### src/rtl/cfg_loader_pkg.sv
// Shared types and default chain lengths for the tile configuration loader.
// Holds the loader FSM state encoding and the segment-length constants.
package cfg_loader_pkg;

  typedef enum logic [2:0] {
    IDLE,
    LOAD_CLB,
    LOAD_SB,
    LOAD_CB,
    FINISH
  } state_t;

  localparam int CLB_BITS   = 296;
  localparam int SB_BITS    = 384;
  localparam int CB_BITS    = 104;
  localparam int TOTAL_BITS = CLB_BITS + SB_BITS + CB_BITS;
  localparam int WORD_W     = 8;
  localparam int CNT_W      = 9;

endpackage

### src/rtl/cfg_word_serializer.sv
// Single-word buffer that turns accepted words into a serial bit stream, LSB first.
// Ports: clk, reset_b, active/consume/flush controls, in_data/in_valid/in_ready, bit_valid, bit_out.
module cfg_word_serializer #(
  parameter int WORD_W = 8
) (
  input  logic              clk,
  input  logic              reset_b,
  input  logic              active,
  input  logic              consume,
  input  logic              flush,
  input  logic [WORD_W-1:0] in_data,
  input  logic              in_valid,
  output logic              in_ready,
  output logic              bit_valid,
  output logic              bit_out
);

  localparam int IDX_W = (WORD_W > 1) ? $clog2(WORD_W) : 1;
  localparam logic [IDX_W-1:0] LAST = IDX_W'(WORD_W - 1);

  logic [WORD_W-1:0] word_q;
  logic [IDX_W-1:0]  idx_q;
  logic              full_q;
  logic              last;
  logic              take;

  assign last      = (idx_q == LAST);
  // Refill on the same edge the final bit leaves so words stream back to back.
  assign in_ready  = active && (!full_q || (last && consume));
  assign take      = in_valid && in_ready;
  assign bit_valid = full_q;
  assign bit_out   = word_q[idx_q];

  always_ff @(posedge clk or negedge reset_b) begin
    if (!reset_b) begin
      word_q <= '0;
      idx_q  <= '0;
      full_q <= 1'b0;
    end else if (flush) begin
      idx_q  <= '0;
      full_q <= 1'b0;
    end else if (take) begin
      word_q <= in_data;
      idx_q  <= '0;
      full_q <= 1'b1;
    end else if (consume) begin
      if (last) begin
        full_q <= 1'b0;
      end else begin
        idx_q <= idx_q + 1'b1;
      end
    end
  end

endmodule

### src/rtl/cfg_stream_loader.sv
// Tile configuration sequencer: streams words into CLB, SB and CB shift chains in order.
// Ports: clk, reset_b, start, in_data/in_valid/in_ready, prgm_b, {clb,sb,cb}_bit/_prgm_b, busy, done, bit_cnt.
module cfg_stream_loader
  import cfg_loader_pkg::*;
#(
  parameter int CLB_BITS = cfg_loader_pkg::CLB_BITS,
  parameter int SB_BITS  = cfg_loader_pkg::SB_BITS,
  parameter int CB_BITS  = cfg_loader_pkg::CB_BITS,
  parameter int WORD_W   = cfg_loader_pkg::WORD_W
) (
  input  logic              clk,
  input  logic              reset_b,
  input  logic              start,
  input  logic [WORD_W-1:0] in_data,
  input  logic              in_valid,
  output logic              in_ready,
  output logic              prgm_b,
  output logic              clb_bit,
  output logic              clb_prgm_b,
  output logic              sb_bit,
  output logic              sb_prgm_b,
  output logic              cb_bit,
  output logic              cb_prgm_b,
  output logic              busy,
  output logic              done,
  output logic [8:0]        bit_cnt
);

  state_t     state_q;
  state_t     next_seg;
  logic [8:0] seg_max;
  logic       in_load;
  logic       is_clb;
  logic       is_sb;
  logic       is_cb;
  logic       bit_valid;
  logic       bit_out;
  logic       emit;
  logic       active;
  logic       flush;
  logic       seg_end;

  assign is_clb  = (state_q == LOAD_CLB);
  assign is_sb   = (state_q == LOAD_SB);
  assign is_cb   = (state_q == LOAD_CB);
  assign in_load = is_clb || is_sb || is_cb;
  assign active  = busy && (state_q != FINISH);
  assign flush   = (state_q == FINISH);
  assign emit    = in_load && bit_valid;
  assign seg_end = (bit_cnt == seg_max);

  always_comb begin
    seg_max  = 9'(CLB_BITS - 1);
    next_seg = LOAD_SB;
    unique case (1'b1)
      is_sb: begin
        seg_max  = 9'(SB_BITS - 1);
        next_seg = LOAD_CB;
      end
      is_cb: begin
        seg_max  = 9'(CB_BITS - 1);
        next_seg = FINISH;
      end
      default: begin
        seg_max  = 9'(CLB_BITS - 1);
        next_seg = LOAD_SB;
      end
    endcase
  end

  cfg_word_serializer #(
    .WORD_W(WORD_W)
  ) u_ser (
    .clk      (clk),
    .reset_b  (reset_b),
    .active   (active),
    .consume  (emit),
    .flush    (flush),
    .in_data  (in_data),
    .in_valid (in_valid),
    .in_ready (in_ready),
    .bit_valid(bit_valid),
    .bit_out  (bit_out)
  );

  always_ff @(posedge clk or negedge reset_b) begin
    if (!reset_b) begin
      state_q    <= IDLE;
      prgm_b     <= 1'b1;
      busy       <= 1'b0;
      done       <= 1'b0;
      clb_bit    <= 1'b0;
      sb_bit     <= 1'b0;
      cb_bit     <= 1'b0;
      clb_prgm_b <= 1'b0;
      sb_prgm_b  <= 1'b0;
      cb_prgm_b  <= 1'b0;
      bit_cnt    <= '0;
    end else begin
      // Enables are strobes: a target shifts only on edges where one is set.
      clb_prgm_b <= 1'b0;
      sb_prgm_b  <= 1'b0;
      cb_prgm_b  <= 1'b0;
      done       <= 1'b0;
      unique case (state_q)
        IDLE: begin
          if (start) begin
            state_q <= LOAD_CLB;
            prgm_b  <= 1'b0;
            busy    <= 1'b1;
            bit_cnt <= '0;
          end
        end
        LOAD_CLB, LOAD_SB, LOAD_CB: begin
          if (emit) begin
            unique case (1'b1)
              is_clb: begin
                clb_bit    <= bit_out;
                clb_prgm_b <= 1'b1;
              end
              is_sb: begin
                sb_bit    <= bit_out;
                sb_prgm_b <= 1'b1;
              end
              is_cb: begin
                cb_bit    <= bit_out;
                cb_prgm_b <= 1'b1;
              end
              default: ;
            endcase
            if (seg_end) begin
              bit_cnt <= '0;
              state_q <= next_seg;
            end else begin
              bit_cnt <= bit_cnt + 9'd1;
            end
          end
        end
        FINISH: begin
          prgm_b  <= 1'b1;
          busy    <= 1'b0;
          done    <= 1'b1;
          state_q <= IDLE;
        end
        default: state_q <= IDLE;
      endcase
    end
  end

endmodule

### config.mk
export PLATFORM = sky130hd
export DESIGN_NAME = cfg_stream_loader
export DESIGN_NICKNAME = d
export VERILOG_FILES = /design/src/rtl/cfg_loader_pkg.sv /design/src/rtl/cfg_word_serializer.sv /design/src/rtl/cfg_stream_loader.sv
export SDC_FILE = /design/constraint.sdc
export NUM_CORES = 1
export LEC_CHECK = 0
export CAP_MARGIN = 10
export CORE_MARGIN = 2
export CORE_UTILIZATION = 51
export DETAILED_ROUTE_END_ITERATION = 16
export GPL_TIMING_DRIVEN = 0
export HOLD_SLACK_MARGIN = 0.05
export PLACE_DENSITY = 0.78
export SLEW_MARGIN = 20
export SYNTH_ARGS = -nofsm -noshare
export SYNTH_HDL_FRONTEND = slang
export SYNTH_SLANG_ARGS = --single-unit
### constraint.sdc
create_clock -name clk -period 2.3 [get_ports clk]
set_clock_uncertainty 0.15 [all_clocks]
set_input_delay 0.69 -clock clk [delete_from_list [all_inputs] [get_ports clk]]
set_output_delay 0.69 -clock clk [all_outputs]
set_load 0.02 [all_outputs]
-- After elaboration in Yosys (flattened, before gate mapping)
Cells that the tools add are included.
- flip-flop bits (word level): 33
- bits of input ports: 12
- output and inout bits: 19
- word-level logic and storage cells: 87
- $add $sub $neg: 2
- magnitude comparators: 1
- equal/unequal tests: 11
- muxes and demuxes: 34
- bitwise operators: 1
- reduce and logical (&&, ||, !) cells: 24
- operators with widths (cell ; number):
    $pmux W9 S2 ; 2
    $mux W9 ; 3
    $mux W3 ; 7
    $mux W1 ; 17
    $reduce_and A3 Y1 ; 5
    $pmux W3 S2 ; 2
    $add A9 B1 Y9 const B ; 1
    $eq A9 B9 Y1 ; 1
    $reduce_and A2 Y1 ; 4
    $eq A3 B2 Y1 const B ; 2
    $eq A3 B3 Y1 const B ; 2
    $ne A3 B3 Y1 const B ; 2
    $reduce_bool A3 Y1 ; 2
    $logic_and A1 B1 Y1 ; 5
    $lt A3 B4 Y1 const B ; 1
    $ne A2 B2 Y1 const B ; 2
    $pmux W1 S2 ; 2
    $reduce_bool A2 Y1 ; 2
    $add A3 B1 Y3 const B ; 1
    $bmux W1 S3 ; 1
    $eq A3 B1 Y1 const B ; 1
    $logic_not A3 Y1 ; 1
    $logic_or A1 B1 Y1 ; 3
    $reduce_or A3 Y1 ; 1
    other kinds (3) ; 3

-- Longest topological paths before layout
Gate-level depths: netlist of the first run.
- depth after elaboration: 10
- depth in mapped cells: 7
- mapped depth without buffers: 7

-- Modules after synthesis
A second synthesis of the first run with hierarchy kept.
- cells, all modules: 157
- area, all modules: 1691.6 um^2
- modules (own cells, without submodules) (module ; instances ; cells each ; area each (um^2) ; seq. area each (um^2)):
    cfg_stream_loader ; 1 ; 118 ; 1112.3 ; 526.8
    cfg_word_serializer ; 1 ; 39 ; 579.3 ; 300.3

-- Least setup slack after synthesis of the first run
OpenSTA, ideal clock, no wires.
- path kind: reg-to-reg
- start: register u_ser.idx_q[0]
- end: register u_ser.word_q[0]
- setup time: 125 ps
- arrival time: 1894 ps
- required time: 2025 ps
- path slack: 132 ps
- stages on the path, launching flop included: 8
- clock period less this slack: 2168 ps
- cells stage by stage: dfrtp_1 -> ha_1 -> ha_1 -> o21ai_0 -> a21oi_1 -> o21a_1 -> nand2_1 -> mux2_2
- cells in the longest elaborated chain, start to end: 6
- ends and longest elaborated chain (element ; line ; text):
    start: declaration ; cfg_word_serializer.sv:22 ; logic [IDX_W-1:0] idx_q;
    start signal: assignment ; cfg_word_serializer.sv:50 ; idx_q <= idx_q + 1'b1;
    $eq A3 B3 Y1 ; cfg_word_serializer.sv:27 ; assign last = (idx_q == LAST);
    $logic_and A1 B1 Y1 ; cfg_word_serializer.sv:29 ; assign in_ready = active && (!full_q || (last && consume));
    $logic_or A1 B1 Y1 ; cfg_word_serializer.sv:29 ;
    $logic_and A1 B1 Y1 ; cfg_word_serializer.sv:29 ;
    via in_ready ; cfg_stream_loader.sv:16 ; output logic in_ready,
    $logic_and A1 B1 Y1 ; cfg_word_serializer.sv:30 ; assign take = in_valid && in_ready;
    $reduce_and A2 Y1 (no source line) ; - ;
    end signal: assignment ; cfg_word_serializer.sv:43 ; word_q <= in_data;
    end: declaration ; cfg_word_serializer.sv:21 ; logic [WORD_W-1:0] word_q;
The timed path passes the listed nets, and every way through them passes these cells.
A chain may end at the register's enable or synchronous reset.

-- Worst setup path in the final report of the first run
- start: register u_ser.idx_q[0]
- end: output in_ready
- cells in the longest elaborated chain, start to end: 4
- ends and longest elaborated chain (element ; line):
    $eq A3 B3 Y1 ; cfg_word_serializer.sv:27
    $logic_and A1 B1 Y1 ; cfg_word_serializer.sv:29
    $logic_or A1 B1 Y1 ; cfg_word_serializer.sv:29
    $logic_and A1 B1 Y1 ; cfg_word_serializer.sv:29
    end: declaration ; cfg_stream_loader.sv:16
No other way between the ends.

==> flow_results.xml, run 1 <==
<?xml version="1.0" encoding="UTF-8"?>
<metrics>
  <group name="run_status">
    <metric name="status" unit="">finished, violations left</metric>
    <metric name="violations_in_the_final_reports" unit="">negative setup slack</metric>
  </group>
  <group name="sta">
    <metric name="finalSetupViolCount" unit="">1</metric>
    <metric name="finalSetupTns" unit="ns">-0.148</metric>
    <metric name="slew_viol_final" unit="">0</metric>
    <metric name="final.setup.worst_slack" unit="ns">-0.148</metric>
    <metric name="rsz0062_at_grt" unit="">yes</metric>
    <metric name="final_hold_viol_count" unit="">0</metric>
    <metric name="min_period" unit="ns">2.45</metric>
    <metric name="min_period_over_period" unit="%">106</metric>
    <metric name="tightestPinTransition" unit="ns">0.708</metric>
    <metric name="whs" unit="ns">0.230</metric>
    <metric name="max_freq" unit="GHz">0.409</metric>
    <metric name="maxSlewHeadroom" unit="%">52.8</metric>
  </group>
  <group name="synth">
    <metric name="ff_latch_count_synth" unit="">33</metric>
    <metric name="post_syn_area" unit="sq um">1680</metric>
    <metric name="post_synth_mux_area_share" unit="%">10.7</metric>
    <metric name="synth_cells" unit="">157</metric>
    <metric name="synth_top_family_by_area" unit="">compound AO/OA/AOI/OAI gates</metric>
    <metric name="sequential_to_total_area_share_from_yosys_stat" unit="%">49.1</metric>
    <metric name="synthesized_nets" unit="">172</metric>
    <metric name="netlist-cell-type-count" unit="">40</metric>
    <metric name="synth_fa_ha_area_share" unit="%">2.23</metric>
    <metric name="syn_area_per_cell" unit="sq um">10.7</metric>
    <metric name="synth-simple-area-share" unit="%">16.4</metric>
    <metric name="synth-compound-area-share" unit="%">17.8</metric>
    <metric name="synth.yosys.warnings" unit="">0</metric>
    <metric name="post_synth_xor_area_fraction" unit="%">0</metric>
  </group>
  <group name="layout">
    <metric name="area_growth" unit="%">29.4</metric>
    <metric name="fraction_of_final_layout_cells_sized_beyond_drive_strength_1" unit="%">24.5</metric>
    <metric name="total_inserted_antenna_cells" unit="">0</metric>
    <metric name="nNetsFinal" unit="">214</metric>
    <metric name="area_of_the_multi_input_gates" unit="sq um">827</metric>
    <metric name="final-seq-area" unit="sq um">828</metric>
    <metric name="num-fill-cells" unit="">244</metric>
    <metric name="final_core_util" unit="%">70.2</metric>
  </group>
  <group name="drt">
    <metric name="drc" unit="">0</metric>
    <metric name="wire_per_inst" unit="um">15.2</metric>
    <metric name="routed_via_density" unit="">5.75</metric>
    <metric name="finalWirelength" unit="um">3710</metric>
    <metric name="drtAntennaViolNets" unit="">0</metric>
    <metric name="drt_iter0_markers" unit="">94</metric>
    <metric name="via_count" unit="">1404</metric>
    <metric name="firstDrtPassIters" unit="">4</metric>
  </group>
  <group name="pwr">
    <metric name="cellLeakagePower" unit="nW">0.970</metric>
    <metric name="peakVddDrop" unit="mV">0.554</metric>
    <metric name="combinationalPowerShare" unit="%">46.8</metric>
    <metric name="p_clk_share" unit="%">15.5</metric>
    <metric name="pwr-share-seq" unit="%">37.7</metric>
    <metric name="power_per_cell_area" unit="nW/um^2">1120</metric>
    <metric name="p_sw_share" unit="%">37.0</metric>
    <metric name="intPower" unit="mW">1.53</metric>
    <metric name="switching_power" unit="mW">0.902</metric>
  </group>
  <group name="setup_path">
    <metric name="worstSetupEndpointType" unit="">output port</metric>
    <metric name="cp.arrival" unit="ns">1.61</metric>
    <metric name="worstPathMaxFanout" unit="">2</metric>
    <metric name="worstSetupPathType" unit="">flop to output port</metric>
    <metric name="critPathLaunchType" unit="">flop</metric>
    <metric name="critical_path.slowest_cell" unit="">sky130_fd_sc_hd__dfrtp_2</metric>
    <metric name="worst_path_dominant_cell_family" unit="">flip-flops</metric>
    <metric name="cp_common_cell" unit="">sky130_fd_sc_hd__ha_4</metric>
    <metric name="crit_path_max_incr_delay" unit="ns">0.44</metric>
    <metric name="worst_ep_required_time" unit="ns">1.46</metric>
    <metric name="timing.critical_path.cells" unit="">ha_4 &gt; ha_4 &gt; o21ai_2 &gt; a21oi_2 &gt; o21a_1 &gt; buf_6</metric>
    <metric name="critical_path_buf_inv_count" unit="">1</metric>
  </group>
  <group name="cts">
    <metric name="cts_tree" unit="">yes</metric>
    <metric name="cts_hold_buffers" unit="">0</metric>
    <metric name="worst_skew_pair.late_latency" unit="ns">0.34</metric>
    <metric name="cts_buffers" unit="">5</metric>
    <metric name="clk_transition_reported_paths" unit="ns">0.11</metric>
    <metric name="cts.sink_count" unit="">33</metric>
    <metric name="clockRootBuffer" unit="">sky130_fd_sc_hd__clkbuf_4</metric>
    <metric name="cts.path.max_buffers" unit="">2</metric>
    <metric name="h-tree-depth" unit="">2</metric>
  </group>
  <group name="floorplanning">
    <metric name="fp.dieW" unit="um">61.4</metric>
    <metric name="placement_rows" unit="">20</metric>
    <metric name="die_area" unit="sq um">3780</metric>
    <metric name="floorplan.die.height" unit="um">61.4</metric>
    <metric name="ioPinCount" unit="">31</metric>
    <metric name="core_region_area" unit="sq um">3100</metric>
    <metric name="initial_core_utilization" unit="%">54.2</metric>
  </group>
  <group name="global_route">
    <metric name="grt_remaining_overflow" unit="">0</metric>
    <metric name="grt_pass1_vias" unit="">1371</metric>
    <metric name="wire_length_of_the_first_global_routing_pass" unit="um">6080</metric>
    <metric name="grt_antenna_before_repair" unit="">0</metric>
    <metric name="grt_start_max_net_pins" unit="">34</metric>
    <metric name="globalRouteTotalUtil" unit="%">22.6</metric>
  </group>
  <group name="placement">
    <metric name="detailedPlacementHpwl" unit="um">2510</metric>
    <metric name="place.port_buffers" unit="">30</metric>
    <metric name="globalplace.congestion" unit="">0.845</metric>
  </group>
  <group name="flow_run">
    <metric name="drv_cap" unit="">0</metric>
  </group>
  <group name="min_path">
    <metric name="min-delay-path-class" unit="">primary input to async pin</metric>
  </group>
</metrics>
-- kinds of logic after synthesis --
| kind of cell | after synthesis |
|---|---|
| AOI/OAI and AO/OA | 43 |
| DFF | 33 |
| and+or+nand+nor | 55 |
| muxes | 14 |
| adders and majority gates | 3 |
| buffers and inverters | 9 |
-- through the flow --
stage	power [mW]	instance area [sq um]	setup slack, ns	std cells
5_1_grt	2.61	2180	-0.197	244
6_report	2.43	2180	-0.148	244
3_5_place_dp	1.97	2030	-0.463	231
2_1_floorplan	1.61	1680	0.132	157
3_3_place_gp	1.92	2040	-0.444	231
4_1_cts	2.42	2160	-0.116	243
-- worst reg2reg max path, delay by kind of cell, from the launching register on --
family / cells / cell delay [ns]
AO/OA/AOI/OAI: 3 / 0.37
adder cells (fa/ha/maj): 2 / 0.33
buffers and inverters: 1 / 0.15
flip-flops: 1 / 0.44
multiplexers: 1 / 0.39
AND/OR/NAND/NOR: 1 / 0.30
-- path summary, 6_finish.rpt --
path,start,to,slack (ns),cells after the start
worst max-delay path,u_ser.idx_q[0],in_ready,-0.15,6
worst min-delay path,reset_b,bit_cnt[8],0.23,1
worst max register to register,u_ser.idx_q[0],u_ser.word_q[3],0.07,8
worst min register to register,u_ser.word_q[4],u_ser.word_q[4],0.36,1
max in group asynchronous,reset_b,u_ser.idx_q[0],1.27,1
min in group clk,u_ser.word_q[4],u_ser.word_q[4],0.36,1
-- area by class of cell --
class                      instances  area share, %
clock buffer                       7           2.99
sequential                        33           38.0
multi-input combinational        115           38.0
buffer                             6           2.41
inverter                           3          0.517
timing repair buffer              35           15.3
tap                               44           2.53
clock inverter                     1          0.230
-- power by group through the flow --
| stage | Sequential [mW] | Clock, mW | Combinational [mW] |
|---|---|---|---|
| after global placement | 0.926 | 0 | 0.993 |
| final | 0.917 | 0.377 | 1.14 |
| after detailed placement | 0.936 | 0 | 1.03 |
| after floorplan | 0.983 | 0 | 0.624 |
| after global routing | 0.942 | 0.417 | 1.25 |
| after CTS | 0.913 | 0.384 | 1.12 |
-- placed cells by master (no fill, tap or decap), drive strengths merged, types with 3 or more instances in the layout --
master         instances
a21oi                  9
a22o                   4
a22oi                  3
and2                   4
buf                   13
clkbuf                 7
clkdlybuf4s50         22
dfrtp                 32
dlygate4sd2            4
ha                     3
inv                    3
mux2                  12
nand2                 19
nor2                  13
nor3                   3
o21ai                 13
-- Yosys cell counts, drive strengths merged --
cell type | count | area share [%]
nand4 | 2 | 0.74
o21a | 1 | 0.45
ha | 3 | 2.2
or2 | 2 | 0.74
buf | 6 | 3.1
nand2b | 1 | 0.37
a211o | 1 | 0.52
mux2 | 12 | 8.0
dfrtp | 32 | 48
a21o | 2 | 0.89
a22oi | 3 | 2.2
dfstp | 1 | 1.6
o31ai | 2 | 0.89
nand3b | 1 | 0.45
a31oi | 1 | 0.37
nor2b | 2 | 0.74
nand4b | 2 | 1.0
nor3b | 2 | 0.89
o21bai | 2 | 0.89
nand3 | 2 | 0.59
or3b | 1 | 0.52
a21oi | 9 | 2.7
inv | 3 | 0.67
a211oi | 1 | 0.45
a22o | 4 | 2.1
o41ai | 1 | 0.97
a221oi | 1 | 0.52
a311oi | 1 | 0.52
a2bb2oi | 1 | 0.52
nor3 | 3 | 0.89
o21ai | 13 | 3.9
and2 | 4 | 1.6
nor2 | 13 | 3.0
mux4 | 2 | 2.7
or2b | 1 | 0.52
nand2 | 19 | 4.2
-- per-layer routing --
layer / vias to the layer above / routed length, um / track usage, %
met5: - / 0 / 0
met4: 0 / 120 / 11.2
met3: 14 / 265 / 8.40
met2: 63 / 1730 / 33.9
met1: 675 / 1590 / 28.8
li1: 652 / - / -
-- state kept, by name, summed over array words and instances, names as in the netlist --
signal,flops
cb_bit,1
cb_prgm_b,1
u_ser.bit_valid,1
prgm_b,1
state_q,3
u_ser.word_q,8
sb_bit,1
u_ser.idx_q,3
sb_prgm_b,1
done,1
clb_bit,1
busy,1
bit_cnt,9
clb_prgm_b,1
-- what timing repair did --
action	in CTS	in global routing
setup buffers	4	1
pin swaps	3	2
endpoints found under the setup margin	13	6
gates resized for setup	17	4
Note: power is estimated with default switching activity, not from simulation.
==> run 2: changes to the inputs <==
--- a/config.mk
+++ b/config.mk
@@ -11,7 +11,7 @@
 export DETAILED_ROUTE_END_ITERATION = 16
 export GPL_TIMING_DRIVEN = 0
 export HOLD_SLACK_MARGIN = 0.05
-export PLACE_DENSITY = 0.78
+export PLACE_DENSITY = 0.83
 export SLEW_MARGIN = 20
 export SYNTH_ARGS = -nofsm -noshare
 export SYNTH_HDL_FRONTEND = slang
==> run 2 against run 1 <==
The run still ends with negative setup slack left. Sequential cell count unchanged. Sequential power hardly changed. Worst hold slack better by 0.013 ns. Utilization decreased by 0.56 points. Sequential share of layout area grew 0.37 points. Total power shrank 2.9%. First-iteration DRC count fell by 17%. Clock power down 16%. Register-to-register slack better by 0.09 ns. Critical path type unchanged. Largest power group unchanged. Highest routed layer unchanged.
==> flow_results.xml, run 2 (synthesis results as in run 1) <==
<?xml version="1.0" encoding="UTF-8"?>
<metrics>
  <group name="run_status">
    <metric name="status" unit="">finished, violations left</metric>
    <metric name="violations_in_the_final_reports" unit="">negative setup slack</metric>
  </group>
  <group name="drt">
    <metric name="routed_via_density" unit="">5.76</metric>
    <metric name="topRoutingLayerUsed" unit="">met4</metric>
    <metric name="drc" unit="">0</metric>
    <metric name="drtAntennaViolNets" unit="">0</metric>
    <metric name="firstDrtPassIters" unit="">4</metric>
    <metric name="via_count" unit="">1399</metric>
    <metric name="finalWirelength" unit="um">3720</metric>
    <metric name="detail_route.wirelength.met1" unit="um">1610</metric>
    <metric name="drt_iter0_markers" unit="">78</metric>
    <metric name="wire_per_inst" unit="um">15.3</metric>
    <metric name="wl_met2" unit="um">1820</metric>
    <metric name="dr_wl_met3" unit="um">174</metric>
  </group>
  <group name="sta">
    <metric name="tightestPinTransition" unit="ns">0.716</metric>
    <metric name="final.setup.worst_slack" unit="ns">-0.153</metric>
    <metric name="min_period" unit="ns">2.45</metric>
    <metric name="min_period_over_period" unit="%">107</metric>
    <metric name="rsz0062_at_grt" unit="">yes</metric>
    <metric name="finalSetupViolCount" unit="">1</metric>
    <metric name="max_freq" unit="GHz">0.408</metric>
    <metric name="maxSlewHeadroom" unit="%">52.2</metric>
    <metric name="final_hold_viol_count" unit="">0</metric>
    <metric name="slew_viol_final" unit="">0</metric>
    <metric name="whs" unit="ns">0.243</metric>
  </group>
  <group name="cts">
    <metric name="cts_tree" unit="">yes</metric>
    <metric name="cts_buffers" unit="">5</metric>
    <metric name="cts.sink_count" unit="">33</metric>
    <metric name="cts.path.max_buffers" unit="">2</metric>
    <metric name="h-tree-depth" unit="">2</metric>
    <metric name="cts_hold_buffers" unit="">0</metric>
    <metric name="clk_transition_reported_paths" unit="ns">0.10</metric>
    <metric name="worst_skew_pair.late_latency" unit="ns">0.34</metric>
    <metric name="clockRootBuffer" unit="">sky130_fd_sc_hd__clkbuf_4</metric>
  </group>
  <group name="min_path">
    <metric name="min-delay-path-class" unit="">primary input to async pin</metric>
  </group>
  <group name="layout">
    <metric name="mostFrequentLayoutCell" unit="">sky130_fd_sc_hd__dfrtp_1</metric>
    <metric name="post_layout_nonfiller_instances" unit="">243</metric>
    <metric name="biggest_register" unit="">bit_cnt</metric>
    <metric name="fraction_of_final_layout_cells_sized_beyond_drive_strength_1" unit="%">24.6</metric>
    <metric name="commonest_cells_after_routing_fill_and_taps_aside" unit="">sky130_fd_sc_hd__dfrtp_1 (30), sky130_fd_sc_hd__clkdlybuf4s50_1 (23), sky130_fd_sc_hd__nand2_1 (18)</metric>
    <metric name="reg.largest.list" unit="">bit_cnt: 9 flops, u_ser.word_q: 8 flops</metric>
    <metric name="nNetsFinal" unit="">213</metric>
    <metric name="area_growth" unit="%">28.4</metric>
    <metric name="number_of_flip_flops_in_the_largest_register" unit="">9</metric>
    <metric name="num-fill-cells" unit="">252</metric>
    <metric name="total_inserted_antenna_cells" unit="">0</metric>
  </group>
  <group name="setup_path">
    <metric name="critPathLaunchType" unit="">flop</metric>
    <metric name="timing.reg2reg.setup_slack" unit="ns">0.16</metric>
    <metric name="worst_ep_required_time" unit="ns">1.46</metric>
    <metric name="worst_reg2reg_endpoint" unit="">bit_cnt[7]</metric>
    <metric name="worstPathMaxFanout" unit="">2</metric>
    <metric name="worstSetupPathType" unit="">flop to output port</metric>
    <metric name="cp.arrival" unit="ns">1.61</metric>
    <metric name="regToRegStartpoint" unit="">bit_cnt[0]</metric>
    <metric name="ff2ff_path_depth" unit="">6</metric>
    <metric name="worstSetupEndpointType" unit="">output port</metric>
  </group>
  <group name="global_route">
    <metric name="globalRouteTotalUtil" unit="%">23.9</metric>
    <metric name="grt_antenna_before_repair" unit="">0</metric>
    <metric name="grt_remaining_overflow" unit="">0</metric>
    <metric name="grt_start_max_net_pins" unit="">34</metric>
    <metric name="grt_pass1_vias" unit="">1410</metric>
    <metric name="wire_length_of_the_first_global_routing_pass" unit="um">6510</metric>
  </group>
  <group name="floorplanning">
    <metric name="die_area" unit="sq um">3780</metric>
    <metric name="initial_core_utilization" unit="%">54.2</metric>
    <metric name="core_region_area" unit="sq um">3100</metric>
    <metric name="ioPinCount" unit="">31</metric>
    <metric name="fp.dieW" unit="um">61.4</metric>
    <metric name="placement_rows" unit="">20</metric>
    <metric name="floorplan.die.height" unit="um">61.4</metric>
  </group>
  <group name="placement">
    <metric name="detailedPlacementHpwl" unit="um">2590</metric>
    <metric name="place.port_buffers" unit="">30</metric>
    <metric name="dp.cells" unit="">231</metric>
    <metric name="place_worst_setup_slack" unit="ns">-0.447</metric>
    <metric name="globalplace.congestion" unit="">0.842</metric>
  </group>
  <group name="flow_run">
    <metric name="drv_cap" unit="">0</metric>
  </group>
  <group name="pwr">
    <metric name="peakVddDrop" unit="mV">0.690</metric>
    <metric name="cellLeakagePower" unit="nW">0.957</metric>
    <metric name="power_per_cell_area" unit="nW/um^2">1090</metric>
  </group>
</metrics>
==> run 2: cell count changes in the layout (fill, tap and decap cells not counted) <==
cell	delta
sky130_fd_sc_hd__dlygate4sd2_1	-2
sky130_fd_sc_hd__dlymetal6s2s_1	+1
sky130_fd_sc_hd__clkbuf_1	+1
sky130_fd_sc_hd__dfrtp_2	+1
sky130_fd_sc_hd__clkinv_2	+1
sky130_fd_sc_hd__buf_4	-1
sky130_fd_sc_hd__nand2_1	-1
sky130_fd_sc_hd__dfrtp_1	-1
sky130_fd_sc_hd__clkdlybuf4s50_1	+1
sky130_fd_sc_hd__clkbuf_8	-2
sky130_fd_sc_hd__nand2_2	+1
==> run 2: how the worst max path moves through the flow <==
stage	from	endpoint	slack, ns	cells after the start
after floorplan	u_ser.idx_q[0]	u_ser.word_q[0]	0.13	7
after global placement	u_ser.idx_q[0]	in_ready	-0.44	6
after detailed placement	u_ser.idx_q[0]	in_ready	-0.45	6
after CTS	u_ser.idx_q[1]	in_ready	-0.11	6
after global routing	u_ser.idx_q[1]	in_ready	-0.21	6
final	u_ser.idx_q[1]	in_ready	-0.15	6
==> run 2: report_power, final <==
group | total, mW | switching [mW] | leakage (nW) | internal (mW)
Sequential | 0.917 | 0.151 | 0.398 | 0.766
Clock | 0.316 | 0.200 | 0.0320 | 0.116
Combinational | 1.13 | 0.545 | 0.527 | 0.586
==> run 2: layout make-up <==
class,count,area (sq um),area share (%)
inverter,3,11.3,0.521
clock buffer,6,41.3,1.91
buffer,6,52.6,2.43
sequential,33,830,38.4
timing repair buffer,34,332,15.3
clock inverter,2,10.0,0.463
multi-input combinational,115,830,38.4
tap,44,55.1,2.55
==> run 2: routing by layer <==
| metal | GRT usage (%) | vias up |
|---|---|---|
| met5 | 0 | - |
| met4 | 8.81 | 0 |
| li1 | - | 651 |
| met3 | 7.77 | 16 |
| met1 | 31.4 | 685 |
| met2 | 37.2 | 47 |
==> run 2: metrics by stage <==
step	total power, mW	setup TNS (ns)	cell area (sq um)	util (%)
2_1_floorplan	1.61	0	1680	-
4_1_cts	2.35	-0.111	2140	69.1
6_report	2.36	-0.153	2160	69.6
3_5_place_dp	1.96	-1.24	2030	65.5
3_3_place_gp	1.91	-6.97	2040	65.7
5_1_grt	2.54	-0.207	2160	69.6
==> run 2: critical path, stage by stage, from the launching register on <==
cell	delay [ns]
sky130_fd_sc_hd__dfrtp_2	0.45
sky130_fd_sc_hd__ha_4	0.17
sky130_fd_sc_hd__ha_4	0.15
sky130_fd_sc_hd__o21ai_2	0.06
sky130_fd_sc_hd__a21oi_2	0.09
sky130_fd_sc_hd__o21a_1	0.22
sky130_fd_sc_hd__buf_6	0.14
==> run 2: timing repair <==
item | 4_1_cts | 5_1_grt
pin swaps | 3 | 2
resized for setup | 16 | 6
buffers inserted | 4 | 0
endpoints found under the setup margin | 3 | 12
